## src/rtl/ex_stage_md.sv

```systemverilog
// Execute stage: forwarding, ALU, EX/MEM register and an iterative mult/div unit with HI/LO.
// Optional macro SIGNED_MULDIV_EN: two's-complement mult/div with one extra sign-fix cycle.
module ex_stage_md #(
  parameter int unsigned DATA_WIDTH    = 8,
  parameter int unsigned REG_DIR_WIDTH = 3,
  parameter int unsigned CNT_WIDTH     = 4
) (
  input  logic                     clk,
  input  logic                     reset,
  input  logic                     in_valid,
  input  logic [DATA_WIDTH-1:0]    readd1,
  input  logic [DATA_WIDTH-1:0]    readd2,
  input  logic [DATA_WIDTH-1:0]    SignExtendOut,
  input  logic [1:0]               Forward_A,
  input  logic [1:0]               Forward_B,
  input  logic [DATA_WIDTH-1:0]    WBData,
  input  logic [DATA_WIDTH-1:0]    Address,
  input  logic                     ALUSrc,
  input  logic                     RegDst,
  input  logic [REG_DIR_WIDTH-1:0] RegDst1,
  input  logic [REG_DIR_WIDTH-1:0] RegDst2,
  input  logic [1:0]               ALUop,
  input  logic [5:0]               funct,
  input  logic                     RegWrite_in,
  output logic                     ex_valid,
  output logic                     ex_wen,
  output logic [DATA_WIDTH-1:0]    ALUResult,
  output logic [REG_DIR_WIDTH-1:0] WriteReg,
  output logic [DATA_WIDTH-1:0]    StoreData,
  output logic                     Ov,
  output logic                     stall
);
  localparam int unsigned DW = DATA_WIDTH;

  typedef enum logic [3:0] {
    OP_ADD, OP_SUB, OP_AND, OP_OR, OP_SLT, OP_MFHI, OP_MFLO, OP_MULT, OP_DIV
  } op_t;
  typedef enum logic [1:0] {S_IDLE, S_MUL, S_DIV, S_FIX} state_t;

  op_t           op;
  state_t        state, state_nxt;
  logic [DW-1:0] fwd_a, fwd_b, alu_b, alu_res, sum, diff;
  logic          alu_ov, is_md, uses_hilo, accept, md_start;
  logic [DW-1:0] hi, lo, md_hi, md_lo, md_b, a_mag, b_mag;
  logic [DW-1:0] step_hi, step_lo, div_hi, div_lo;
  logic [DW:0]   mul_sum, div_sh;
  logic          div_ge;
  logic [CNT_WIDTH-1:0] cnt;

  // Opcode / funct decode
  always_comb begin
    op = OP_ADD;
    case (ALUop)
      2'b01: op = OP_SUB;
      2'b11: op = OP_OR;
      2'b10: begin
        case (funct)
          6'h22:   op = OP_SUB;
          6'h24:   op = OP_AND;
          6'h25:   op = OP_OR;
          6'h2A:   op = OP_SLT;
          6'h10:   op = OP_MFHI;
          6'h12:   op = OP_MFLO;
          6'h18:   op = OP_MULT;
          6'h1A:   op = OP_DIV;
          default: op = OP_ADD;
        endcase
      end
      default: op = OP_ADD;
    endcase
  end

  // Operand forwarding
  always_comb begin
    case (Forward_A)
      2'd0:    fwd_a = readd1;
      2'd1:    fwd_a = WBData;
      2'd2:    fwd_a = Address;
      default: fwd_a = '0;
    endcase
    case (Forward_B)
      2'd0:    fwd_b = readd2;
      2'd1:    fwd_b = WBData;
      2'd2:    fwd_b = Address;
      default: fwd_b = '0;
    endcase
  end

  assign alu_b = ALUSrc ? SignExtendOut : fwd_b;
  assign sum   = fwd_a + alu_b;
  assign diff  = fwd_a - alu_b;

  always_comb begin
    alu_res = sum;
    alu_ov  = 1'b0;
    case (op)
      OP_ADD:  alu_ov = (fwd_a[DW-1] == alu_b[DW-1]) && (sum[DW-1] != fwd_a[DW-1]);
      OP_SUB: begin
        alu_res = diff;
        alu_ov  = (fwd_a[DW-1] != alu_b[DW-1]) && (diff[DW-1] != fwd_a[DW-1]);
      end
      OP_AND:  alu_res = fwd_a & alu_b;
      OP_OR:   alu_res = fwd_a | alu_b;
      OP_SLT:  alu_res = DW'($signed(fwd_a) < $signed(alu_b));
      OP_MFHI: alu_res = hi;
      OP_MFLO: alu_res = lo;
      default: alu_res = sum;
    endcase
  end

  assign is_md     = (op == OP_MULT) || (op == OP_DIV);
  assign uses_hilo = is_md || (op == OP_MFHI) || (op == OP_MFLO);
  assign stall     = (state != S_IDLE) && in_valid && uses_hilo;
  assign accept    = in_valid && !stall;
  assign md_start  = accept && is_md;

  always_ff @(posedge clk) begin
    if (reset) state <= S_IDLE;
    else       state <= state_nxt;
  end

  always_comb begin
    state_nxt = state;
    case (state)
      S_IDLE: if (md_start) state_nxt = (op == OP_DIV) ? S_DIV : S_MUL;
      S_MUL, S_DIV: begin
        if (cnt == CNT_WIDTH'(DW - 1)) begin
`ifdef SIGNED_MULDIV_EN
          state_nxt = S_FIX;
`else
          state_nxt = S_IDLE;
`endif
        end
      end
      default: state_nxt = S_IDLE;
    endcase
  end

  // One iteration: shift-add multiply or restoring shift-subtract divide
  assign mul_sum = {1'b0, md_hi} + (md_lo[0] ? {1'b0, md_b} : '0);
  assign div_sh  = {md_hi, md_lo[DW-1]};
  assign div_ge  = div_sh >= {1'b0, md_b};
  assign div_hi  = div_ge ? (div_sh[DW-1:0] - md_b) : div_sh[DW-1:0];
  assign div_lo  = {md_lo[DW-2:0], div_ge};
  assign step_hi = (state == S_DIV) ? div_hi : mul_sum[DW:1];
  assign step_lo = (state == S_DIV) ? div_lo : {mul_sum[0], md_lo[DW-1:1]};

`ifdef SIGNED_MULDIV_EN
  logic          neg_a, neg_b, md_div;
  logic [DW-1:0] fix_hi, fix_lo;

  assign a_mag = fwd_a[DW-1] ? -fwd_a : fwd_a;
  assign b_mag = fwd_b[DW-1] ? -fwd_b : fwd_b;

  // Sign fix-up; remainder follows the dividend, divide-by-zero keeps all-ones quotient
  always_comb begin
    fix_hi = md_hi;
    fix_lo = md_lo;
    if (!md_div) begin
      if (neg_a ^ neg_b) {fix_hi, fix_lo} = -{md_hi, md_lo};
    end else begin
      if (neg_a) fix_hi = -md_hi;
      if ((neg_a ^ neg_b) && (md_b != '0)) fix_lo = -md_lo;
    end
  end
`else
  assign a_mag = fwd_a;
  assign b_mag = fwd_b;
`endif

  always_ff @(posedge clk) begin
    if (reset) begin
      hi    <= '0;
      lo    <= '0;
      md_hi <= '0;
      md_lo <= '0;
      md_b  <= '0;
      cnt   <= '0;
`ifdef SIGNED_MULDIV_EN
      neg_a  <= 1'b0;
      neg_b  <= 1'b0;
      md_div <= 1'b0;
`endif
    end else begin
      case (state)
        S_IDLE: begin
          if (md_start) begin
            cnt   <= '0;
            md_hi <= '0;
            md_lo <= a_mag;
            md_b  <= b_mag;
`ifdef SIGNED_MULDIV_EN
            neg_a  <= fwd_a[DW-1];
            neg_b  <= fwd_b[DW-1];
            md_div <= (op == OP_DIV);
`endif
          end
        end
        S_MUL, S_DIV: begin
          cnt   <= cnt + CNT_WIDTH'(1);
          md_hi <= step_hi;
          md_lo <= step_lo;
`ifndef SIGNED_MULDIV_EN
          if (cnt == CNT_WIDTH'(DW - 1)) begin
            hi <= step_hi;
            lo <= step_lo;
          end
`endif
        end
        default: begin
`ifdef SIGNED_MULDIV_EN
          hi <= fix_hi;
          lo <= fix_lo;
`endif
        end
      endcase
    end
  end

  // EX/MEM register; mult/div and non-accepted cycles become bubbles
  always_ff @(posedge clk) begin
    if (reset || !accept || is_md) begin
      ex_valid  <= 1'b0;
      ex_wen    <= 1'b0;
      ALUResult <= '0;
      WriteReg  <= '0;
      StoreData <= '0;
      Ov        <= 1'b0;
    end else begin
      ex_valid  <= 1'b1;
      ex_wen    <= RegWrite_in;
      ALUResult <= alu_res;
      WriteReg  <= RegDst ? RegDst1 : RegDst2;
      StoreData <= fwd_b;
      Ov        <= alu_ov;
    end
  end

endmodule

```

## config.mk

```make
export PLATFORM = sky130hd
export DESIGN_NAME = ex_stage_md
export DESIGN_NICKNAME = d
export VERILOG_FILES = /design/src/rtl/ex_stage_md.sv
export SDC_FILE = /design/constraint.sdc
export NUM_CORES = 1
export LEC_CHECK = 0
export ABC_AREA = 1
export BUFFER_PORTS_ARGS = -buffer_cell sky130_fd_sc_hd__clkbuf_2
export CAP_MARGIN = 20
export CORE_ASPECT_RATIO = 0.8
export CORE_MARGIN = 5
export CORE_UTILIZATION = 46
export CTS_CLUSTER_DIAMETER = 80
export DETAILED_ROUTE_END_ITERATION = 10
export PLACE_DENSITY = 0.65
export SLEW_MARGIN = 30
export SYNTH_ARGS = -nofsm -noshare
export SYNTH_HDL_FRONTEND = slang
export SYNTH_SLANG_ARGS = --single-unit
export TNS_END_PERCENT = 5
```

## constraint.sdc

```tcl
create_clock -name clk -period 3.2 [get_ports clk]
set_input_delay 0 -clock clk [delete_from_list [all_inputs] [get_ports clk]]
set_output_delay 0 -clock clk [all_outputs]
set_load 0.02 [all_outputs]
```

# [Word-level counts from Yosys, hierarchy flattened]
# Cells that the tools add are included.
[word_totals] regBits=68 latch_bits=0 ram_bits=0 mem_bits_ro=0 inputBits=64 out_inout_bits=23 word_cells=101 memories=0
[op_classes] n_addsub=5 n_mul=0 n_div=0 magnitude_cmp=2 n_eq_ne=32 n_shift=0 muxes=23 bitwise_logic=2 reduce_logical=24
[op_table] cell="8-bit 2-to-1 mux" n=7
[op_table] cell="8-bit case mux with 3 select lines" n=2
[op_table] cell="8-bit case mux with 6 select lines" n=1
[op_table] cell="4-bit case mux with 8 select lines" n=1
[op_table] cell="8-bit case mux with 2 select lines" n=2
[op_table] cell="6-bit by 5-bit == test with 1-bit output, second input constant" n=4
[op_table] cell="6-bit == test, second input constant" n=4
[op_table] cell="4-bit by 3-bit == test with 1-bit output, second input constant" n=5
[op_table] cell="8-bit subtractor" n=2
[op_table] cell="4-bit case mux with 3 select lines" n=1
[op_table] cell="2-bit == test, second input constant" n=5
[op_table] cell="8-bit by 8-bit adder with 9-bit output" n=1
[op_table] cell="9-bit by 8-bit >= comparator with 1-bit output" n=1
[op_table] cell="8-bit adder" n=1
[op_table] cell="8-bit bitwise AND" n=1
[op_table] cell="2-bit by 1-bit == test with 1-bit output, second input constant" n=4
[op_table] cell="4-bit by 2-bit == test with 1-bit output, second input constant" n=2
[op_table] cell="8-bit less-than comparator" n=1
[op_table] cell="8-bit OR" n=1
[op_table] cell="4-bit case mux with 2 select lines" n=1
[op_table] cell="2-bit AND reduction" n=4
[op_table] cell="1-bit logical AND" n=6
[op_table] cell="2-bit zero test" n=3
[op_table] cell="2-bit 2-to-1 mux" n=3
[op_table] cell="other kinds (16)" n=25

# [Longest topological paths before layout]
[depth] ltp_word=14 ltp_mapped=22 ltp_nobuf=21

# [Worst setup path before layout]
# No wires, ideal clock.
[synth_timing] path_kind="input -> register" startpoint="in Forward_B[0]" endpoint="reg ALUResult[7]" setup_time_ns=0.113 arrival_time_ns=2.176 required_ns=3.087 path_slack_ns=0.910 cell_stages=21 path_buffers=1 path_cell_list="inv_1 -> nor2_1 -> a22o_1 -> a21oi_1 -> inv_1 -> nand2_1 -> nand2_1 -> inv_1 -> ha_1 -> clkbuf_1 -> inv_1 -> nand2_1 -> nand2_1 -> o21bai_1 -> nand4_1 -> nand2_1 -> xor2_1 -> nand2_1 -> nand3_1 -> nor2_1 -> nor2_2"
[synth_via] elab_chain_cells=5 word_cells_on_any_way=10 classes_between="add/sub: 2; eq/ne: 2; mux: 3; bitwise: 2; reduce/logical: 1"
[synth_lines] item="start: declaration" line="15" source="input logic [1:0] Forward_B,"
[synth_lines] item="2-bit == test (tied with other cells)" line="81" source="case (Forward_B)"
[synth_lines] item="8-bit case mux with 3 select lines *" line="81"
[synth_lines] item="8-bit 2-to-1 mux *" line="89" source="assign alu_b = ALUSrc ? SignExtendOut : fwd_b;"
[synth_lines] item="8-bit adder (tied with other cells)" line="90" source="assign sum = fwd_a + alu_b;"
[synth_lines] item="8-bit case mux with 6 select lines *" line="96" source="case (op)"
[synth_lines] item="end signal: assignment" line="232" source="ALUResult <= alu_res;"
[synth_lines] item="end: declaration" line="27" source="output logic [DATA_WIDTH-1:0] ALUResult,"
# Mark *: on every way between the ends. The rest lies on a longest branch, timed or not.
# A chain may end at the register's enable or synchronous reset.

# [Worst setup path in the final report]
# Same ends and word-level chain as after synthesis.

==> summary.md <==
| Metric | Value |
|---|---|
| Outcome | `finished clean` |
| Top-area cell type share of the netlist area | `0.248` |
| Vias in the first global route | `5267` |
| Max-slew violations | `0` |
| Initial Utilization | `0.474` |
| Post-DP HPWL | `around 13000 µm` |
| Drt total wl | `between 15000 and 20000 µm` |
| Post-synthesis sequential element count | `68` |
| Rows | `35` |
| GRT Max-Usage Layer | `met1` |
| Met3 Resource Use GR | `0.0631` |
| Vias per inst | `5.12` |
| Overflow left after global routing | `0` |
| Worst-path clk slew | `~60 ps` |
| Diodes inserted | `0` |
| Hold Crit Depth | `3` |
| Crit end category | `flip-flop` |
| Synth top area cells | `dfxtp_1 25%, nand2_1 12%, ha_1 9.8%, inv_1 9.1%, nand3_1 6.6%` |
| Final nets | `around 1100` |
| Cells after Synth | `855` |
| Final Setup Violations | `0` |
| Async SR Flop Fraction | `0` |
| Bufs on Longest Clock Path | `2` |
| All-Layer GR Usage | `0.239` |
| Post-synthesis sequential area ratio | `0.248` |
| Final Power | `0.00241 W` |
| Initial antenna violation count | `0` |
| Largest net degree at the start of global routing | `30` |
| Dpl cell area | `6030 µm²` |
| Drt first pass iters | `5` |
| CTS sink cnt | `68` |
| Layout cells sized above 1 | `0.169` |
| CP arrival | `roughly 2800 ps` |
| Worst Tran Pin Value | `765 ps` |
| First-pass GRT wire length | `27500 µm` |
| CTS buffer count | `9` |
| M2 GR Usage | `0.350` |
| Post-synth EDFFs | `0` |
| Final core occ | `0.554` |
| Crit path from | `Forward_B[0]` |
| Internal reg-to-reg setup slack | `650 ps` |
| RSZ-0062 raised after global routing | `no` |
| CTS H-tree lvls | `3` |
| Power density over the cells | `376 nW/µm²` |
| Commonest non-fill, non-tap cell in the layout | `nand2_1` |
| Routing usage on met1 | `0.352` |
| DRC | `0` |
| Initial drt markers | `380` |
| Main synth FF type | `dfxtp_1` |
| Mapped Area | `5500 µm²` |
| Area Growth Syn to Fin | `16.9%` |
| Reg2reg start | `md_lo[0]$_SDFFE_PP0P_` |
| Crit share post-route | `0.810` |
| Layout Skew | `between 9 and 10 ps` |
| Final Hold Fails | `0` |
| Die X | `around 130 µm` |
| Worst Path Required | `3400 ps` |
| Crit path max fanout | `8` |
| Leading area contributor after synthesis | `dfxtp_1` |
| Gpl congestion | `0.927` |
| Leak | `3.23 nW` |
| Syn Nets | `966` |
| Worst VDD drop | `0.000286 V` |
| CP Class | `input port to flip-flop` |
| Setup TNS | `0 ps` |
| Worst-skew pair later-pin latency | `340 ps` |
| Setup bufs post-CTS | `0` |
| IO Count | `87` |
| Vias | `about 5600` |
| Clock root cell | `clkbuf_16` |
| Hold Startpoint | `Address[5]` |
| Max cap viols | `0` |
| Fmax | `386 MHz` |
| PortBufs | `86` |
| R2r endpoint | `md_hi[7]$_SDFFE_PP0P_` |
| DRT antenna net count | `0` |
| Die area | `14300 µm²` |
| TritonCTS clock tree | `done` |
| Commonest non-fill, non-tap cells in the layout | `174 x nand2_1, 133 x inv_1, 86 x clkbuf_2` |
| Mapped Avg Cell Area | `6.43 µm²` |
| Core area | `11600 µm²` |
| # hold bufs at CTS | `11` |
| HP Class | `input port to flip-flop` |
| WL per Instance | `15.1 µm` |
| Post-route cell area | `6430 µm²` |
| Synth warn | `0` |
| CP startpoint kind | `input port` |
| Min cycle time layout | `2590 ps` |
| Crit path capture | `ALUResult[7]$_SDFF_PP0_` |
| Post-CTS sizing | `0` |
| Slew headroom | `0.489` |
| Die height | `108 µm` |
| Reg2Reg Depth | `12` |
| Synth unique cells | `38` |
| Hold WS | `about 6.9 ps` |
metal layers:
| metal | wire length, µm | vias to the layer above |
|---|---|---|
| li1 | - | 2910 |
| met1 | 8310 | 2482 |
| met2 | 6600 | 217 |
| met3 | 1460 | 13 |
| met4 | 153 | 0 |
| met5 | 0 | - |
sequential cells by signal, indices dropped and copies added, names as in the netlist:
signal / count
md_hi: 8
hi: 8
lo: 8
cnt: 4
md_b: 8
ex_valid: 1
md_lo: 8
ex_wen: 1
ALUResult: 8
StoreData: 8
state: 2
WriteReg: 3
Ov: 1
layout make-up:
cell class                 instances  area, µm²
clock buffer                       9        225
clock inverter                     6       66.3
fill                            1174       5180
inverter                         139        522
multi-input combinational        622       3470
sequential                        68       1360
tap                              148        185
timing repair buffer             105        601
power by group:
group | internal [W] | leakage [nW] | switching [W]
clock | 0.000599 | 0.134 | 0.000397
sequential | 0.000864 | 0.550 | 0.00000530
combinational | 0.000201 | 2.55 | 0.000348
total | 0.00166 | 3.23 | 0.000750
worst max-delay path, stage by stage:
cell,delay [ps]
clkbuf_2,100
inv_1,50
nor2_1,460
a22o_1,220
a21oi_1,60
inv_1,90
nand2_1,50
nand2_1,140
inv_1,90
ha_1,430
inv_1,120
nand2_1,70
nand2_1,60
o21bai_1,190
nand4_1,100
nand2_1,110
xor2_1,160
nand2_1,60
nand3_1,70
nor2_1,110
nor2_2,40
cell families after synthesis:
group / Yosys count / share of synthesized area
AOI/OAI and AO/OA: 154 / 0.154
DFF: 68 / 0.248
xor gates and xnor gates: 19 / 0.0303
and+or+nand+nor: 398 / 0.327
muxes: 4 / 0.00728
adders and majority gates: 47 / 0.112
buffers and inverters: 165 / 0.122
worst min-delay path by stage:
stage / to
floorplan: ex_wen$_SDFF_PP0_
global placement: ex_wen$_SDFF_PP0_
detailed placement: ex_wen$_SDFF_PP0_
CTS: StoreData[5]$_SDFF_PP0_
global route: StoreData[5]$_SDFF_PP0_
finish: StoreData[5]$_SDFF_PP0_
synthesized netlist by cell type (5+ instances only):
| master | instances |
|---|---|
| o21a_1 | 5 |
| nand3_1 | 72 |
| nor2_2 | 24 |
| nor2_1 | 83 |
| a31oi_1 | 5 |
| o21ai_0 | 65 |
| nand2_4 | 5 |
| a21oi_1 | 53 |
| or2_2 | 8 |
| o21ai_1 | 8 |
| dfxtp_1 | 68 |
| nand2_1 | 174 |
| inv_1 | 133 |
| buf_6 | 6 |
| nor3_1 | 9 |
| clkbuf_1 | 17 |
| nand4_1 | 9 |
| xor2_1 | 15 |
| ha_1 | 43 |
per-stage QoR:
| step | setup WS [ps] | instances |
|---|---|---|
| finish | 607 | 1097 |
| global route | 332 | 1097 |
| CTS | 676 | 1097 |
| detailed placement | 359 | 1071 |
| global placement | 379 | 1071 |
| floorplan | 910 | 855 |
Note: power is estimated with default switching activity, not from simulation.
